==> src/rtl/mem_arb_pkg.sv <==
// Shared definitions for the unified-memory port arbiter: FSM encoding,
// requester identifiers and default bus widths.
package mem_arb_pkg;

    localparam int ADDR_W_DEF = 16;
    localparam int DATA_W_DEF = 16;
    localparam int LAT_W      = 4;

    typedef enum logic [1:0] {
        ST_IDLE   = 2'd0,
        ST_ACCESS = 2'd1,
        ST_WAIT   = 2'd2,
        ST_DONE   = 2'd3
    } arb_state_t;

    localparam logic REQ_CPU = 1'b0;
    localparam logic REQ_IO  = 1'b1;

endpackage

==> src/rtl/mem_arb_rr_pick.sv <==
// Two-way round-robin winner select, purely combinational (zero latency).
// No backpressure: on a tie the requester that did not win last time is picked.
module mem_arb_rr_pick
    import mem_arb_pkg::*;
(
    input  logic i_cpu_req,
    input  logic i_io_req,
    input  logic i_last_gnt,
    output logic o_grant,
    output logic o_winner
);

    always_comb begin
        o_grant  = i_cpu_req | i_io_req;
        o_winner = REQ_CPU;
        if (i_cpu_req && i_io_req) begin
            o_winner = ~i_last_gnt;
        end else if (i_io_req) begin
            o_winner = REQ_IO;
        end
    end

endmodule

==> src/rtl/mem_port_arbiter.sv <==
// Shares one single-port memory between CPU and I/O; write done at T+2, read at T+2+MEM_LAT.
// One transaction in flight; losers simply hold req, and cpu_stall freezes the CPU until its done pulse.
module mem_port_arbiter
    import mem_arb_pkg::*;
#(
    parameter int ADDR_W  = ADDR_W_DEF,
    parameter int DATA_W  = DATA_W_DEF,
    parameter int MEM_LAT = 1
) (
    input  logic              CLK,
    input  logic              Reset,
    input  logic              cpu_req,
    input  logic              cpu_we,
    input  logic [ADDR_W-1:0] cpu_addr,
    input  logic [DATA_W-1:0] cpu_wdata,
    output logic              cpu_done,
    output logic [DATA_W-1:0] cpu_rdata,
    output logic              cpu_stall,
    input  logic              io_req,
    input  logic              io_we,
    input  logic [ADDR_W-1:0] io_addr,
    input  logic [DATA_W-1:0] io_wdata,
    output logic              io_done,
    output logic [DATA_W-1:0] io_rdata,
    output logic              mem_en,
    output logic              mem_we,
    output logic [ADDR_W-1:0] mem_addr,
    output logic [DATA_W-1:0] mem_wdata,
    input  logic [DATA_W-1:0] mem_rdata,
    output logic              busy
);

    arb_state_t        r_state;
    arb_state_t        w_state_nxt;
    logic              r_owner;
    logic              r_last_gnt;
    logic              r_we;
    logic [LAT_W-1:0]  r_lat_cnt;
    logic              r_mem_en;
    logic              r_mem_we;
    logic [ADDR_W-1:0] r_mem_addr;
    logic [DATA_W-1:0] r_mem_wdata;
    logic [DATA_W-1:0] r_cpu_rdata;
    logic [DATA_W-1:0] r_io_rdata;

    logic              w_grant;
    logic              w_winner;
    logic              w_sel_we;
    logic [ADDR_W-1:0] w_sel_addr;
    logic [DATA_W-1:0] w_sel_wdata;

    mem_arb_rr_pick u_rr_pick (
        .i_cpu_req  (cpu_req),
        .i_io_req   (io_req),
        .i_last_gnt (r_last_gnt),
        .o_grant    (w_grant),
        .o_winner   (w_winner)
    );

    assign w_sel_we    = (w_winner == REQ_IO) ? io_we    : cpu_we;
    assign w_sel_addr  = (w_winner == REQ_IO) ? io_addr  : cpu_addr;
    assign w_sel_wdata = (w_winner == REQ_IO) ? io_wdata : cpu_wdata;

    always_ff @(posedge CLK) begin
        if (Reset) begin
            r_state <= ST_IDLE;
        end else begin
            r_state <= w_state_nxt;
        end
    end

    always_comb begin
        w_state_nxt = r_state;
        case (r_state)
            ST_IDLE:   if (w_grant) w_state_nxt = ST_ACCESS;
            ST_ACCESS: w_state_nxt = r_we ? ST_DONE : ST_WAIT;
            ST_WAIT:   if (r_lat_cnt == LAT_W'(1)) w_state_nxt = ST_DONE;
            ST_DONE:   w_state_nxt = ST_IDLE;
            default:   w_state_nxt = ST_IDLE;
        endcase
    end

    // The memory strobe is launched at the grant edge so it appears exactly in ACCESS.
    always_ff @(posedge CLK) begin
        if (Reset) begin
            r_owner     <= REQ_CPU;
            r_last_gnt  <= REQ_IO;
            r_we        <= 1'b0;
            r_lat_cnt   <= '0;
            r_mem_en    <= 1'b0;
            r_mem_we    <= 1'b0;
            r_mem_addr  <= '0;
            r_mem_wdata <= '0;
            r_cpu_rdata <= '0;
            r_io_rdata  <= '0;
        end else begin
            r_mem_en <= 1'b0;
            r_mem_we <= 1'b0;
            case (r_state)
                ST_IDLE: begin
                    if (w_grant) begin
                        r_owner     <= w_winner;
                        r_last_gnt  <= w_winner;
                        r_we        <= w_sel_we;
                        r_mem_en    <= 1'b1;
                        r_mem_we    <= w_sel_we;
                        r_mem_addr  <= w_sel_addr;
                        r_mem_wdata <= w_sel_wdata;
                    end
                end
                ST_ACCESS: begin
                    if (!r_we) r_lat_cnt <= LAT_W'(MEM_LAT);
                end
                ST_WAIT: begin
                    r_lat_cnt <= r_lat_cnt - LAT_W'(1);
                    if (r_lat_cnt == LAT_W'(1)) begin
                        if (r_owner == REQ_IO) r_io_rdata  <= mem_rdata;
                        else                   r_cpu_rdata <= mem_rdata;
                    end
                end
                default: ;
            endcase
        end
    end

    assign cpu_done  = (r_state == ST_DONE) && (r_owner == REQ_CPU);
    assign io_done   = (r_state == ST_DONE) && (r_owner == REQ_IO);
    assign cpu_stall = cpu_req & ~cpu_done;
    assign cpu_rdata = r_cpu_rdata;
    assign io_rdata  = r_io_rdata;
    assign mem_en    = r_mem_en;
    assign mem_we    = r_mem_we;
    assign mem_addr  = r_mem_addr;
    assign mem_wdata = r_mem_wdata;
    assign busy      = (r_state != ST_IDLE);

endmodule

==> config.mk <==
export PLATFORM = sky130hd
export DESIGN_NAME = mem_port_arbiter
export DESIGN_NICKNAME = d
export VERILOG_FILES = /design/src/rtl/mem_arb_pkg.sv /design/src/rtl/mem_arb_rr_pick.sv /design/src/rtl/mem_port_arbiter.sv
export SDC_FILE = /design/constraint.sdc
export NUM_CORES = 1
export LEC_CHECK = 0
export ABC_AREA = 1
export BUFFER_PORTS_ARGS = -buffer_cell sky130_fd_sc_hd__buf_2
export CAP_MARGIN = 25
export CORE_AREA = 4 4 99 91
export CTS_BUF_LIST = sky130_fd_sc_hd__clkbuf_8
export CTS_CLUSTER_DIAMETER = 30
export DETAILED_ROUTE_END_ITERATION = 16
export DIE_AREA = 0 0 103 95
export PLACE_DENSITY = 0.83
export RECOVER_POWER = 100
export SYNTH_ARGS = -nofsm -noshare
export SYNTH_HDL_FRONTEND = slang
export SYNTH_SLANG_ARGS = --single-unit
==> constraint.sdc <==
create_clock -name CLK -period 2.62 [get_ports CLK]
set_clock_uncertainty 0.2 [all_clocks]
set_input_delay 0.524 -clock CLK [delete_from_list [all_inputs] [get_ports CLK]]
set_output_delay 0.524 -clock CLK [all_outputs]
set_load 0.01 [all_outputs]
Word-level counts from Yosys, hierarchy flattened --
Cells that the tools add are included.
Storage, ports and cells: register bits 75, input port bits 86, output and inout port bits 70, logic and storage cells 51
Operators by class: add/sub/neg operators 1, eq/ne operators 7, multiplexer cells 12, bitwise operators 7, reductions and logical operators 13
Operators by type and width (number):
- $mux 16 | 2
- $pmux 2 s4 | 1
- $pmux 4 s2 | 1
- $reduce_and 2->1 | 3
- $reduce_and 3->1 | 2
- $mux 1 | 5
- $not 1->1 | 5
- $eq 2x2->1 const B | 2
- $eq 4x1->1 const B | 1
- $mux 2 | 2
- $mux 4 | 1
- $ne 2x2->1 const B | 2
- $reduce_bool 2->1 | 2
- $sub 4x1->4 const B | 1
- $logic_and 1x1->1 | 3
- $reduce_or 3->1 | 1
- $eq 2x1->1 const B | 1
- $logic_not 2->1 | 1
- $ne 2x1->1 const B | 1
- $reduce_or 2->1 | 1
- $and 1x1->1 | 1
- $or 1x1->1 | 1

Depth between registers and ports, before layout --
word-level depth 4, depth in mapped cells 9, mapped depth without buffers 9

Modules after synthesis --
A second synthesis with hierarchy kept.
Second synthesis, totals: cell total of the unflattened synthesis 442, area, all modules 3268.1 sq um
By module, submodules not included:
- mem_port_arbiter | times used 1, cells each 439, area each 3253.1 sq um, sequential area each 1501.4 sq um
- mem_arb_rr_pick | times used 1, cells each 3, area each 15.0 sq um, sequential area each 0.0 sq um

Worst setup path after synthesis --
OpenSTA, ideal clock, no wires.
kind register to register, start point register r_state[0], end point register r_mem_addr[15], in the netlist mem_addr[15], library setup time 0.117 ns, data arrival time 1.338 ns, data required time 2.303 ns, path slack 0.965 ns, stages on the path, launching flop included 9, buffers on the path 1, period minus slack after synthesis 1.655 ns, cell sequence dfxtp_1 inv_1 ha_1 inv_1 nor2_4 buf_6 nand2_1 a21oi_1 nor2_1
On the way: word-level cells in the longest chain between the ends 2
RTL lines:
- start, declared | RTL line mem_port_arbiter.sv:33 | arb_state_t r_state;
- start signal, assigned | RTL line mem_port_arbiter.sv:68 | r_state <= w_state_nxt;
- $logic_not 2->1 | RTL line mem_port_arbiter.sv:99 | case (r_state)
- $reduce_and 2->1 (no line)
- end signal, assigned | RTL line mem_port_arbiter.sv:107 | r_mem_addr <= w_sel_addr;
- end, declared | RTL line mem_port_arbiter.sv:41 | logic [ADDR_W-1:0] r_mem_addr;
Every way passes these cells. A chain may end at the register's enable or synchronous reset.

Worst setup path after layout --
start point register r_state[1], end point output cpu_stall
On the way: word-level cells in the longest chain between the ends 4
RTL lines:
- $eq 2x2->1 | RTL line mem_port_arbiter.sv:126 | assign cpu_done = (r_state == ST_DONE) && (r_owner == REQ_CPU);
- $logic_and 1x1->1 | RTL line mem_port_arbiter.sv:126
- $not 1->1 | RTL line mem_port_arbiter.sv:128 | assign cpu_stall = cpu_req & ~cpu_done;
- $and 1x1->1 | RTL line mem_port_arbiter.sv:128
- end, declared | RTL line mem_port_arbiter.sv:18 | output logic cpu_stall,
Every way passes these cells.

==> results.txt <==
* Outcome: complete, no violations
- For this run, the post-layout net count is 745.
- The tool flagged a number of max-cap violations equal to 0.
- Setup repair after global routing missed its margin: false
- Fin cells: 755
* Worst-path clk slew: 0.08 ns
* Met1 track demand over resource: 22.5%
* DIE HEIGHT: 95 um
- In this run the cell area measured after placement is 4280 um2.
- The analysis attributes to cell leakage a power of 0.00224 uW.
- Sum of negative setup slack: 0 ns
- Wire length reported by the detailed router: 9170 um
- The floorplan has 31 rows.
* Synthesis warning total: 0
* Antenna viol nets, final: 0
* Fraction of layout instances using a drive strength above 1: 18.1%
- Post-synth design cell area: 3520 um2
- Number of buffers inserted for hold repair after clock tree synthesis: 0
- Headroom to the max-slew limit came out at 41.8%.
- EDFF count, synth: 0
- Critical path class: reg2out
- Congestion Overflow GR: 0
- In the final routed layout, each cell accounts on average for 12.2 um.
* Area growth from synthesis to layout: 25.5%
* Root Buffer Master: sky130_fd_sc_hd__clkbuf_8
- After synthesis, the netlist uses 22 different library cells.
- Share of synthesized flip-flops with an asynchronous set or reset: 0%
- The floorplan step defined a core boundary enclosing 7990 um2.
- After technology mapping, the gate count stands at 507.
- Post-route total power: 4190 uW
- Worst min-delay path class: in2reg
- The initial utilization of the core area, before any placement, comes to 44.1%.
* Fin crit share: 82.2%
- Antenna Cells: 0
* Startpoint types: flip-flop
- Measured along the x axis, the die boundary spans 103 um.
- Commonest cells in the synthesized netlist: sky130_fd_sc_hd__nand2_1 (103), sky130_fd_sc_hd__nor2_1 (85), sky130_fd_sc_hd__dfxtp_1 (75)
- Fraction of the yosys area taken by sequential cells: 42.6%
- Min cycle time layout: 2.15 ns
- Maximum achievable frequency: 464 MHz
- Areal power density over the cells: 947 nW/um2
* Fraction of synthesized cell area taken by the top area cell type: 42.6%
- Half-perimeter wire length of the detailed placement result: 6810 um
* Synthesized area per cell: 6.95 um2
- TritonCTS built the clock tree.
* Deepest clock path buffer count: 2
* Highest fanout seen on the critical path: 4
* Vias per std cell: 4.80
* Syn nets: 600
- Data on the critical path arrives at its endpoint at 1.43 ns.
- In the post-synthesis netlist, the biggest area contributors are sky130_fd_sc_hd__dfxtp_1 (43%), sky130_fd_sc_hd__nand2_1 (11%), sky130_fd_sc_hd__nor2_1 (9.1%).
* # DRC: 0
* Critical Path End Type: output port
* Count of pins on the block boundary: 156
* Detailed Routing Iterations Pass 1: 6
- The number of endpoints with negative hold slack in the final report came to 0.
* Actual transition at the worst max-transition pin: 0.872 ns
- Entering global routing, the biggest net connects 44 pins.
- Most instantiated library cell after synthesis: sky130_fd_sc_hd__nand2_1
- The number of antenna violations at the first check in global routing is 0.
- Slew Viols, Final: 0
- At the worst endpoint, the required time is 1.90 ns.
- In the global route stage, met2 resource usage came out at 30.1%.
* I/O Buffers: 155
- Setup violations remaining at the end of the flow were counted as 0.
- Instance count after placement with tap cells included: 740
* Top cell type by total area after synthesis: sky130_fd_sc_hd__dfxtp_1
- Insertion delay to the later sink of the worst-skew pair: 0.34 ns
- The via count of the first global-routing pass came to 3231.
- Overall via count from detail_route: 3623
- Across every metal layer, demand over resource in global routing totals 18.6%.
- DIE AREA: 9790 um2
- GR Util met3: 8.57%
- After the first detailed-routing iteration, the DRC count stood at 144.
- Post-route cell area: 4420 um2
- Number of synthesized register bits: 75
* Filler Cells Inserted: 779
- Dominant synthesized flop cell: sky130_fd_sc_hd__dfxtp_1
- Post-cts gate resize count: 0
- Inserted Clock Buffers: 9
- IR drop worst, VDD: 0.000421 V
- The clock tree synthesis step divided the H-tree into 3 levels.
- Share of the core filled with cells in the final layout: 55.3%
- The clock net in this run drives a total of 75 sinks.
- Post-CTS Setup Bufs: 0
- The first global-routing pass estimated 14300 um of wire.
* Busiest layer in global routing: met2
* RePlAce Congestion: 0.868
[per-layer routing]
| layer | part of all wire, % | vias up |
|---|---|---|
| met5 | 0 | - |
| met4 | 0.72 | 0 |
| met3 | 12 | 6 |
| met2 | 45 | 165 |
| met1 | 43 | 1592 |
| li1 | - | 1860 |
[layout by cell type, fill, tap and decap left out]
master / Yosys / final
sky130_fd_sc_hd__nor3_4: 1 / 1
sky130_fd_sc_hd__clkbuf_8: 0 / 10
sky130_fd_sc_hd__nor2_1: 85 / 86
sky130_fd_sc_hd__nand2_1: 103 / 104
sky130_fd_sc_hd__clkinv_4: 0 / 1
sky130_fd_sc_hd__a21oi_1: 36 / 36
sky130_fd_sc_hd__o21ai_0: 54 / 54
sky130_fd_sc_hd__clkbuf_2: 1 / 1
sky130_fd_sc_hd__nand3_1: 22 / 22
sky130_fd_sc_hd__dfxtp_1: 75 / 75
sky130_fd_sc_hd__inv_2: 2 / 1
sky130_fd_sc_hd__buf_4: 2 / 5
sky130_fd_sc_hd__clkbuf_1: 6 / 70
sky130_fd_sc_hd__buf_2: 8 / 85
sky130_fd_sc_hd__or2_2: 2 / 2
sky130_fd_sc_hd__nor2_4: 2 / 1
sky130_fd_sc_hd__ha_1: 7 / 7
sky130_fd_sc_hd__bufinv_16: 0 / 3
sky130_fd_sc_hd__nand3b_1: 15 / 15
sky130_fd_sc_hd__inv_1: 65 / 68
sky130_fd_sc_hd__nand2_2: 2 / 1
sky130_fd_sc_hd__nor2_2: 8 / 8
[where the power goes]
part           switching [uW]  total (uW)  internal [uW]
Sequential                159        1580           1420
Clock                     422        1070            653
Combinational            1020        1530            516
[worst paths after layout]
| check | from | to | slack [ns] | cells past startpoint |
|---|---|---|---|---|
| worst min register to register | cpu_rdata[0]$_SDFFE_PP0P_ | cpu_rdata[0]$_SDFFE_PP0P_ | 0.27 | 2 |
| worst max-delay path | r_state[1]$_SDFFE_PP0P_ | cpu_stall | 0.47 | 5 |
| worst min-delay path | Reset | r_owner$_SDFFE_PP0P_ | 0.19 | 2 |
| worst max register to register | r_state[0]$_SDFFE_PP0P_ | io_rdata[6]$_SDFFE_PP0P_ | 0.49 | 8 |
[critical path: stages (launching register included)]
cell and delay [ns]:
sky130_fd_sc_hd__dfxtp_1 0.38, sky130_fd_sc_hd__ha_1 0.21, sky130_fd_sc_hd__inv_1 0.06, sky130_fd_sc_hd__nor2_1 0.21, sky130_fd_sc_hd__nor2_1 0.09, sky130_fd_sc_hd__clkbuf_1 0.14
[through the flow]
step                      hold slack (ns)  setup WS (ns)
final                               0.191          0.467
after global routing                0.177          0.291
after CTS                           0.179          0.398
after detailed placement            0.253          0.465
after global placement              0.242          0.535
after floorplan                     0.239          0.965
[sequential cells by signal, summed over array words and instances, names as in the netlist]
name        count
cpu_rdata      16
io_rdata       16
mem_addr       16
mem_wdata      16
r_lat_cnt       4
r_state         2
mem_en          1
mem_we          1
r_last_gnt      1
r_owner         1
r_we            1
[kinds of logic (layout without fill, tap and decap cells)]
family | after synthesis | count (layout) | share of synthesized area [%]
AO/OA/AOI/OAI | 90 | 90 | 12.8
buffers and inverters | 95 | 244 | 12.6
AND/OR/NAND/NOR | 240 | 240 | 29.6
adder cells (fa/ha/maj) | 7 | 7 | 2.48
flip-flops | 75 | 75 | 42.6
[area by class of cell]
class	count	area, um2	share of cell area [%]
multi-input combinational	337	1570	35.5
timing repair buffer	161	731	16.5
clock inverter	5	103	2.32
tap	99	124	2.80
clock buffer	10	138	3.11
inverter	68	255	5.77
sequential	75	1500	34.0
No activity file was read; power rests on OpenSTA's default activity.
